**config.mk**
```make
export PLATFORM = sky130hd
export DESIGN_NAME = trng_collector
export DESIGN_NICKNAME = d
export VERILOG_FILES = /design/src/rtl/trng_pkg.sv /design/src/rtl/trng_sync2.sv /design/src/rtl/trng_collector.sv
export SDC_FILE = /design/constraint.sdc
export NUM_CORES = 1
export LEC_CHECK = 0
export CORE_ASPECT_RATIO = 1.5
export CORE_MARGIN = 2
export CORE_UTILIZATION = 55
export CTS_CLUSTER_DIAMETER = 150
export DETAILED_ROUTE_END_ITERATION = 7
export GPL_ROUTABILITY_DRIVEN = 0
export MAX_ROUTING_LAYER = met4
export PLACE_DENSITY = 0.9
export SLEW_MARGIN = 30
export SYNTH_ARGS = -nofsm -noshare
export SYNTH_HDL_FRONTEND = slang
export SYNTH_SLANG_ARGS = --single-unit
```
**constraint.sdc**
```tcl
create_clock -name clk -period 2.25 [get_ports clk]
set_input_delay 0.45 -clock clk [delete_from_list [all_inputs] [get_ports clk]]
set_output_delay 0.45 -clock clk [all_outputs]
set_load 0.02 [all_outputs]
```
**src/rtl/trng_pkg.sv**
```systemverilog
// Shared types and helpers for the TRNG entropy collector.
package trng_pkg;

    typedef enum logic [1:0] {
        IDLE,
        FILL,
        FAIL
    } state_e;

    localparam int SYNC_STAGES = 2;

    // Width that holds a repetition count up to and including the trip limit.
    function automatic int rep_cnt_w(input int limit);
        return $clog2(limit + 1);
    endfunction

endpackage

```
**src/rtl/trng_sync2.sv**
```systemverilog
// N-bit multi-flop synchroniser for asynchronous entropy inputs; flops reset to 0.
module trng_sync2
    import trng_pkg::*;
#(
    parameter int N = 1
) (
    input  logic         clk,
    input  logic         rst_n,
    input  logic [N-1:0] d_i,
    output logic [N-1:0] q_o
);

    logic [N-1:0] stage_q [SYNC_STAGES];

    always_ff @(posedge clk or negedge rst_n) begin
        if (!rst_n) begin
            for (int s = 0; s < SYNC_STAGES; s++) begin
                stage_q[s] <= '0;
            end
        end else begin
            stage_q[0] <= d_i;
            for (int s = 1; s < SYNC_STAGES; s++) begin
                stage_q[s] <= stage_q[s-1];
            end
        end
    end

    assign q_o = stage_q[SYNC_STAGES-1];

endmodule

```
**src/rtl/trng_collector.sv**
```systemverilog
// Entropy collector: sync, XOR-combine, health test, word assembly, one-deep output.
// Optional von Neumann debiasing is built when TRNG_VN_DEBIAS_EN is defined.
module trng_collector
    import trng_pkg::*;
#(
    parameter int N_CH       = 4,
    parameter int WORD_W     = 8,
    parameter int SAMPLE_DIV = 1,
    parameter int REP_LIMIT  = 16
) (
    input  logic              clk,
    input  logic              rst_n,
    input  logic              en,
    input  logic [N_CH-1:0]   ent_in,
    input  logic [N_CH-1:0]   ch_mask,
    output logic [WORD_W-1:0] rd_data,
    output logic              rd_valid,
    input  logic              rd_ready,
    output logic              health_fail
);

    localparam int DIV_W = (SAMPLE_DIV > 1) ? $clog2(SAMPLE_DIV) : 1;
    localparam int REP_W = rep_cnt_w(REP_LIMIT);
    localparam int CNT_W = $clog2(WORD_W + 1);

    localparam logic [DIV_W-1:0] DIV_LAST  = DIV_W'(SAMPLE_DIV - 1);
    localparam logic [REP_W-1:0] REP_TRIP  = REP_W'(REP_LIMIT);
    localparam logic [CNT_W-1:0] CNT_FULL  = CNT_W'(WORD_W);
    localparam logic [CNT_W-1:0] CNT_LAST  = CNT_W'(WORD_W - 1);

    logic [N_CH-1:0]   ent_sync;

    state_e            state_q, state_d;
    logic [DIV_W-1:0]  div_q, div_d;
    logic [REP_W-1:0]  rep_q, rep_d;
    logic              prev_q, prev_d;
    logic [WORD_W-1:0] shift_q, shift_d;
    logic [CNT_W-1:0]  cnt_q, cnt_d;
    logic [WORD_W-1:0] data_q, data_d;
    logic              valid_q, valid_d;
`ifdef TRNG_VN_DEBIAS_EN
    logic              vn_have_q, vn_have_d;
    logic              vn_bit_q, vn_bit_d;
`endif

    logic              tick;
    logic              raw;
    logic              acc_vld;
    logic              acc_bit;
    logic [REP_W-1:0]  rep_next;
    logic              trip;
    logic              hold_free;
    logic [WORD_W-1:0] shifted;

    trng_sync2 #(.N(N_CH)) u_sync (
        .clk   (clk),
        .rst_n (rst_n),
        .d_i   (ent_in),
        .q_o   (ent_sync)
    );

    assign tick     = (state_q == FILL) && (div_q == DIV_LAST);
    assign raw      = ^(ent_sync & ch_mask);
    // rep_q of 0 marks the first tick since entering FILL.
    assign rep_next = ((rep_q == '0) || (raw != prev_q)) ? REP_W'(1) : rep_q + REP_W'(1);
    assign trip     = tick && (rep_next == REP_TRIP);

`ifdef TRNG_VN_DEBIAS_EN
    assign acc_vld = tick && vn_have_q && (vn_bit_q != raw);
    assign acc_bit = vn_bit_q;
`else
    assign acc_vld = tick;
    assign acc_bit = raw;
`endif

    assign hold_free = !valid_q || rd_ready;
    assign shifted   = {shift_q[WORD_W-2:0], acc_bit};

    always_comb begin
        state_d = state_q;
        div_d   = div_q;
        rep_d   = rep_q;
        prev_d  = prev_q;
        shift_d = shift_q;
        cnt_d   = cnt_q;
        data_d  = data_q;
        valid_d = valid_q;
`ifdef TRNG_VN_DEBIAS_EN
        vn_have_d = vn_have_q;
        vn_bit_d  = vn_bit_q;
`endif

        case (state_q)
            IDLE:    state_d = en ? FILL : IDLE;
            FILL:    state_d = !en ? IDLE : (trip ? FAIL : FILL);
            FAIL:    state_d = en ? FAIL : IDLE;
            default: state_d = IDLE;
        endcase

        if (state_q == FILL) begin
            div_d = tick ? '0 : div_q + DIV_W'(1);
            if (tick) begin
                rep_d  = rep_next;
                prev_d = raw;
`ifdef TRNG_VN_DEBIAS_EN
                vn_have_d = !vn_have_q;
                vn_bit_d  = raw;
`endif
            end
            if (valid_q && rd_ready) begin
                valid_d = 1'b0;
            end
            // A full assembler waits for the holding register; bits arriving meanwhile are dropped.
            if (cnt_q == CNT_FULL) begin
                if (hold_free) begin
                    data_d  = shift_q;
                    valid_d = 1'b1;
                    cnt_d   = '0;
                end
            end else if (acc_vld) begin
                shift_d = shifted;
                if (cnt_q == CNT_LAST) begin
                    if (hold_free) begin
                        data_d  = shifted;
                        valid_d = 1'b1;
                        cnt_d   = '0;
                    end else begin
                        cnt_d = CNT_FULL;
                    end
                end else begin
                    cnt_d = cnt_q + CNT_W'(1);
                end
            end
        end

        // Leaving or staying out of FILL, or a health trip, wipes the whole datapath.
        if ((state_d != FILL) || (state_q != FILL)) begin
            div_d   = '0;
            rep_d   = '0;
            prev_d  = 1'b0;
            shift_d = '0;
            cnt_d   = '0;
            data_d  = '0;
            valid_d = 1'b0;
`ifdef TRNG_VN_DEBIAS_EN
            vn_have_d = 1'b0;
            vn_bit_d  = 1'b0;
`endif
        end
    end

    always_ff @(posedge clk or negedge rst_n) begin
        if (!rst_n) begin
            state_q <= IDLE;
            div_q   <= '0;
            rep_q   <= '0;
            prev_q  <= 1'b0;
            shift_q <= '0;
            cnt_q   <= '0;
            data_q  <= '0;
            valid_q <= 1'b0;
`ifdef TRNG_VN_DEBIAS_EN
            vn_have_q <= 1'b0;
            vn_bit_q  <= 1'b0;
`endif
        end else begin
            state_q <= state_d;
            div_q   <= div_d;
            rep_q   <= rep_d;
            prev_q  <= prev_d;
            shift_q <= shift_d;
            cnt_q   <= cnt_d;
            data_q  <= data_d;
            valid_q <= valid_d;
`ifdef TRNG_VN_DEBIAS_EN
            vn_have_q <= vn_have_d;
            vn_bit_q  <= vn_bit_d;
`endif
        end
    end

    assign rd_data     = data_q;
    assign rd_valid    = valid_q;
    assign health_fail = (state_q == FAIL);

endmodule

```
======== After elaboration in Yosys (flattened, before gate mapping) ========
Index checks and enable logic that the tools add are counted.
word-level totals
  memories kept ........................... 0
  latch bits .............................. 0
  flip-flop bits (word level) ............. 38
  output and inout port bits .............. 10
  input bits .............................. 12
  RAM bits ................................ 0
  bits in read-only memories .............. 0
operators by class
  reductions and logical operators ........ 18
  divide/modulo/power cells ............... 0
  bitwise operators ....................... 2
  shift operators ......................... 0
  add/subtract/negate cells ............... 3
  $mul .................................... 0
  order comparisons ....................... 0
  muxes and demuxes ....................... 40
  eq/ne operators ......................... 11
operators with widths
  operator               count
  $mux W8                11
  $mux W4                7
  $mux W5                4
  $mux W1                14
  $mux W2                3
  $ne A2 B1 Y1 const B   3
  $ne A3 B2 Y1 const B   2
  $pmux W2 S3            1
  $reduce_and A3 Y1      2
  $reduce_bool A3 Y1     2
  $add A5 B1 Y5 const B  1
  $eq A5 B5 Y1 const B   1
  $logic_not A5 Y1       1
  $reduce_and A5 Y1      1
  $add A4 B1 Y4 const B  1
  $and A4 B4 Y4          1
  $eq A4 B3 Y1 const B   1
  $eq A4 B4 Y1 const B   1
  $reduce_bool A2 Y1     2
  $reduce_xor A4 Y1      1
  $logic_and A1 B1 Y1    3
  $logic_or A1 B1 Y1     3
  $eq A2 B1 Y1 const B   1
  $eq A2 B2 Y1 const B   1
  other kinds (6)        6

======== Depth between registers and ports, before layout ========
  depth after elaboration ................. 14
  depth in mapped cells ................... 8
  gate-level depth less buffers ........... 7

======== Modules after synthesis ========
A second synthesis with hierarchy kept.
second synthesis, totals
  cell total of the unflattened synthesis .. 184
  area, all modules ....................... 1893.1 µm²
by module, submodules not included
  module          area each (µm²)  times used  cells an instance
  trng_collector  1662.8           1           172
  trng_sync2      230.2            1           12

======== Worst setup path before layout ========
Ideal clock, no wire load.
  kind .................................... input to register
  start ................................... input port ch_mask[0]
  end ..................................... register data_q[4], in the netlist rd_data[4]
  stages .................................. 7
  buffers on the path ..................... 2
  data arrival time ....................... 1742 ps
  required time ........................... 2163 ps
  setup time .............................. 87 ps
  path slack .............................. 421 ps
  path through ............................ nand2_1 xnor2_4 xnor3_2 a31o_1 buf_6 buf_6 a211oi_2
between the ends
  longest elaborated chain between the ends .. 14
  elaborated cells on any way between the ends .. 19
RTL lines
  what                                                  RTL line               source
  start, declared                                       trng_collector.sv:15   input logic [N_CH-1:0] ch_mask,
  $and A4 B4 Y4 (*)                                     trng_collector.sv:63   assign raw = ^(ent_sync & ch_mask);
  $reduce_xor A4 Y1 (*)                                 trng_collector.sv:63
  $ne A1 B1 Y1 (*)                                      trng_collector.sv:65   assign rep_next = ((rep_q == '0) || (raw != prev_q)) ? REP_W'(1) : rep_q + REP_W'(1);
  $logic_or A1 B1 Y1 (*)                                trng_collector.sv:65
  $mux W5 (*)                                           trng_collector.sv:65
  $eq A5 B5 Y1 (*)                                      trng_collector.sv:66   assign trip = tick && (rep_next == REP_TRIP);
  $logic_and A1 B1 Y1 (*)                               trng_collector.sv:66
  $mux W2 (*) (2 in series)                             trng_collector.sv:95   FILL: state_d = !en ? IDLE : (trip ? FAIL : FILL);
  $pmux W2 S3 (*)                                       trng_collector.sv:93   case (state_q)
  $ne A2 B1 Y1 (*)                                      trng_collector.sv:137  if ((state_d != FILL) || (state_q != FILL)) begin
  $logic_or A1 B1 Y1 (*)                                trng_collector.sv:137
  $ne A3 B2 Y1 (no line), or another cell as far along  -
  $reduce_and A5 Y1 (no line)                           -
  end signal, assigned                                  trng_collector.sv:173  data_q <= data_d;
  end, declared                                         trng_collector.sv:39   logic [WORD_W-1:0] data_q, data_d;
Every way passes the cells marked *; elsewhere a longest branch is shown, timed or not.
A chain may end at the register's enable or synchronous reset.

======== Worst setup path after layout ========
  start ................................... input port ch_mask[0]
  end ..................................... register data_q[7], in the netlist rd_data[7]
The elaborated chain is that of the path after synthesis.

==> flow_summary.yaml <==
outcome:
  status: "finished clean"
synth:
  synth.lib_cells_used.distinct: 39
  synth_edf_count: 0
  ys_top_cells_by_area: "dfrtp_1 (51%), nand2_1 (5.7%), nor2_1 (3.5%), mux2i_1 (3.3%), a211oi_1 (2.8%)"
  synth.yosys.seq_area_share: 0.5149
  yosysWarnings: 0
  yosysTopAreaCell: "dfrtp_1"
  syn_nets: 191
  synth_cells: 175
  ys.flop_type: "dfrtp_1"
  syn_avg_cell_area_sq_um: 10.55
  synth_seq_cells: 38
  syn-cell-area_sq_um: 1847
  async_reset_ff_frac: 1.000
  synth_top_area_frac: 0.5149
timing:
  setup_viol: 0
  hold_ws_ns: 0.3589
  fin_crit_ns: 2.086
  rsz0062_at_grt: "false"
  skew_ns: 0.006810
  max_clock_freq_mhz: 479.3
  finalHoldViolCount: 0
  final_max_slew_viol_count: 0
  period_share: 0.9272
placement:
  dpl.hpwl_um: 2655
  port_buffers: 21
  post-place-cells: 239
drt:
  drc: 0
  vias: 1423
  routed_wl_um: 3659
  via_per_inst: 5.761
  ant_nets: 0
  wl_per_cell_um: 14.81
  first_pass_iters: 4
  initialDrtViolationCount: 43
setup_path:
  reg2reg_from: "cnt_q[0]"
  slowest_delay_ns: 0.48
  ff2ff_path_depth: 7
  regToRegEndpoint: "rd_data[7]"
  crit_path_max_fanout: 22
  crit_chain: "clkdlybuf4s50_1 > nand2_1 > xnor2_4 > xnor3_2 > a31o_1 > buf_4 > a211oi_1"
  critPathKind: "in2reg"
  cp-start-kind: "primary input"
  crit_path_end_kind: "flop"
  worstPathArrival_ns: 2.28
  rrSetupSlack_ns: 0.32
  cp_slowest_cell: "clkdlybuf4s50_1"
  required_ns: 2.45
  critPathLaunch: "ch_mask[0]"
power_and_ir_drop:
  powerDensity_nw_per_um2: 607.8
  p_sw_frac: 0.2201
  leakagePower_nw: 0.9627
  p_comb_frac: 0.093
  pwr-share-seq: 0.516
  ir_worst_vdd_mv: 0.5241
  power_mw: 1.366
  p_sw_uw: 300.6
  p_int_mw: 1.065
  p_clk_frac: 0.391
cts:
  cts_made_buffers: 5
  clk_pin_slew_ns: 0.07
  cts_setup_buffers: 0
  cts_sinks: 38
  cts-resized-gates: 0
  clock_path_buffers: 2
  clkLatencyLatePin_ns: 0.29
  cts_hold_repair.buffers: 0
  tritoncts: "yes"
  htree_levels: 2
  clockRootBuffer: "clkbuf_8"
grt:
  grt_pass1_vias: 1404
  grt_pass1_wl_um: 6072
  antenna_found_initial: 0
  grt_usage: 0.2250
  overflow: 0
  grt_max_degree: 39
finish:
  area_growth_pct: 21.68
  stdcell_count: 247
  fin_nets: 222
  diodes: 0
  layout_common_cells: "dfrtp_1 (38), nand2_1 (28), clkdlybuf4s50_1 (21)"
  fillers: 247
  mostFrequentLayoutCell: "dfrtp_1"
  layout-drive-gt1-share: 0.1546
worst_hold_path:
  min_from: "u_sync.stage_q[6]"
  whs_path_depth: 0
  hold_end: "u_sync.q_o[2]"
  min_path_type: "reg2reg"
floorplanning:
  die_h_um: 74.97
  initial_utilization: 0.5788
  die_area_sq_um: 3847
  pin_count: 22
  die_w_um: 51.31
  core-area_sq_um: 3191
  std_cell_rows: 25
job:
  maxCapViolations: 0
## worst max-delay path by stage
stage            endpoint  cells past startpoint
6_report       rd_data[7]                      7
5_1_grt        shift_q[0]                      7
2_1_floorplan  rd_data[4]                      7
4_1_cts        rd_data[7]                      7
3_3_place_gp   rd_data[6]                      7
3_5_place_dp   rd_data[7]                      7
## Yosys cell counts, types with 3 or more instances
| master | n |
|---|---|
| nand3b_1 | 4 |
| a211oi_1 | 7 |
| nand2_1 | 28 |
| clkbuf_1 | 4 |
| buf_6 | 3 |
| nor2b_1 | 3 |
| nand2b_1 | 3 |
| dfrtp_1 | 38 |
| inv_1 | 6 |
| a21oi_2 | 6 |
| a21oi_1 | 7 |
| xnor2_1 | 4 |
| nor2_1 | 17 |
| ha_1 | 4 |
| mux2i_1 | 6 |
## metal layers
metal  track usage  vias to the layer above  routed length, um
li1              -                      664                  -
met1        0.2255                      699               1356
met2        0.4040                       46               2031
met3       0.05357                       14                154
met4        0.1140                        0                117
met5             -                        -                  0
## flip-flops by register name (all words and copies together), names as in the netlist
register        cells
rd_data             8
cnt_q               4
div_q               1
shift_q             8
u_sync.stage_q      4
rep_q               5
u_sync.q_o          4
state_q             2
rd_valid            1
prev_q              1
## kinds of logic (layout without fill, tap and decap cells)
logic type      after synthesis  in the layout  synth area share
buf+inv                      14             46           0.04064
fa+ha+maj                     4              4           0.02710
other cells                   1              1          0.002031
xor+xnor                      7              7           0.05149
compound gates               37             37            0.1531
mux                           6              6           0.03252
simple gates                 68             68            0.1782
flops                        38             38            0.5149
## power groups by stage
stage | Clock [mW] | Sequential (mW) | Combinational, mW
after floorplan | 0 | 0.715 | 0.0694
after global placement | 0 | 0.717 | 0.119
after detailed placement | 0 | 0.718 | 0.126
after CTS | 0.548 | 0.705 | 0.128
after global routing | 0.576 | 0.706 | 0.138
final | 0.534 | 0.705 | 0.126
## cell type report
class	count	area (sq um)	share of cell area
clock buffers	8	110.1	0.04900
inverters	6	22.52	0.01002
multi-input cells	123	820.8	0.3653
flip-flops and latches	38	950.9	0.4232
well taps	40	50.05	0.02227
repair buffers	32	292.8	0.1303
## worst max-delay path, delay by kind of cell
kind	cells	cell delay [ns]
compound gates	2	0.45
xor+xnor	2	0.55
buf+inv	2	0.70
simple gates	1	0.13
## per-stage QoR
stage,setup WS [ns],util,instance area [sq um],setup TNS [ns]
2_1_floorplan,0.4215,-,1847,0
3_3_place_gp,-0.02138,0.6698,2137,-0.1217
3_5_place_dp,-0.1441,0.6698,2137,-1.160
4_1_cts,0.1606,0.7043,2247,0
5_1_grt,0.04903,0.7043,2247,0
6_report,0.1638,0.7043,2247,0
Note: power is estimated with default switching activity, not from simulation.
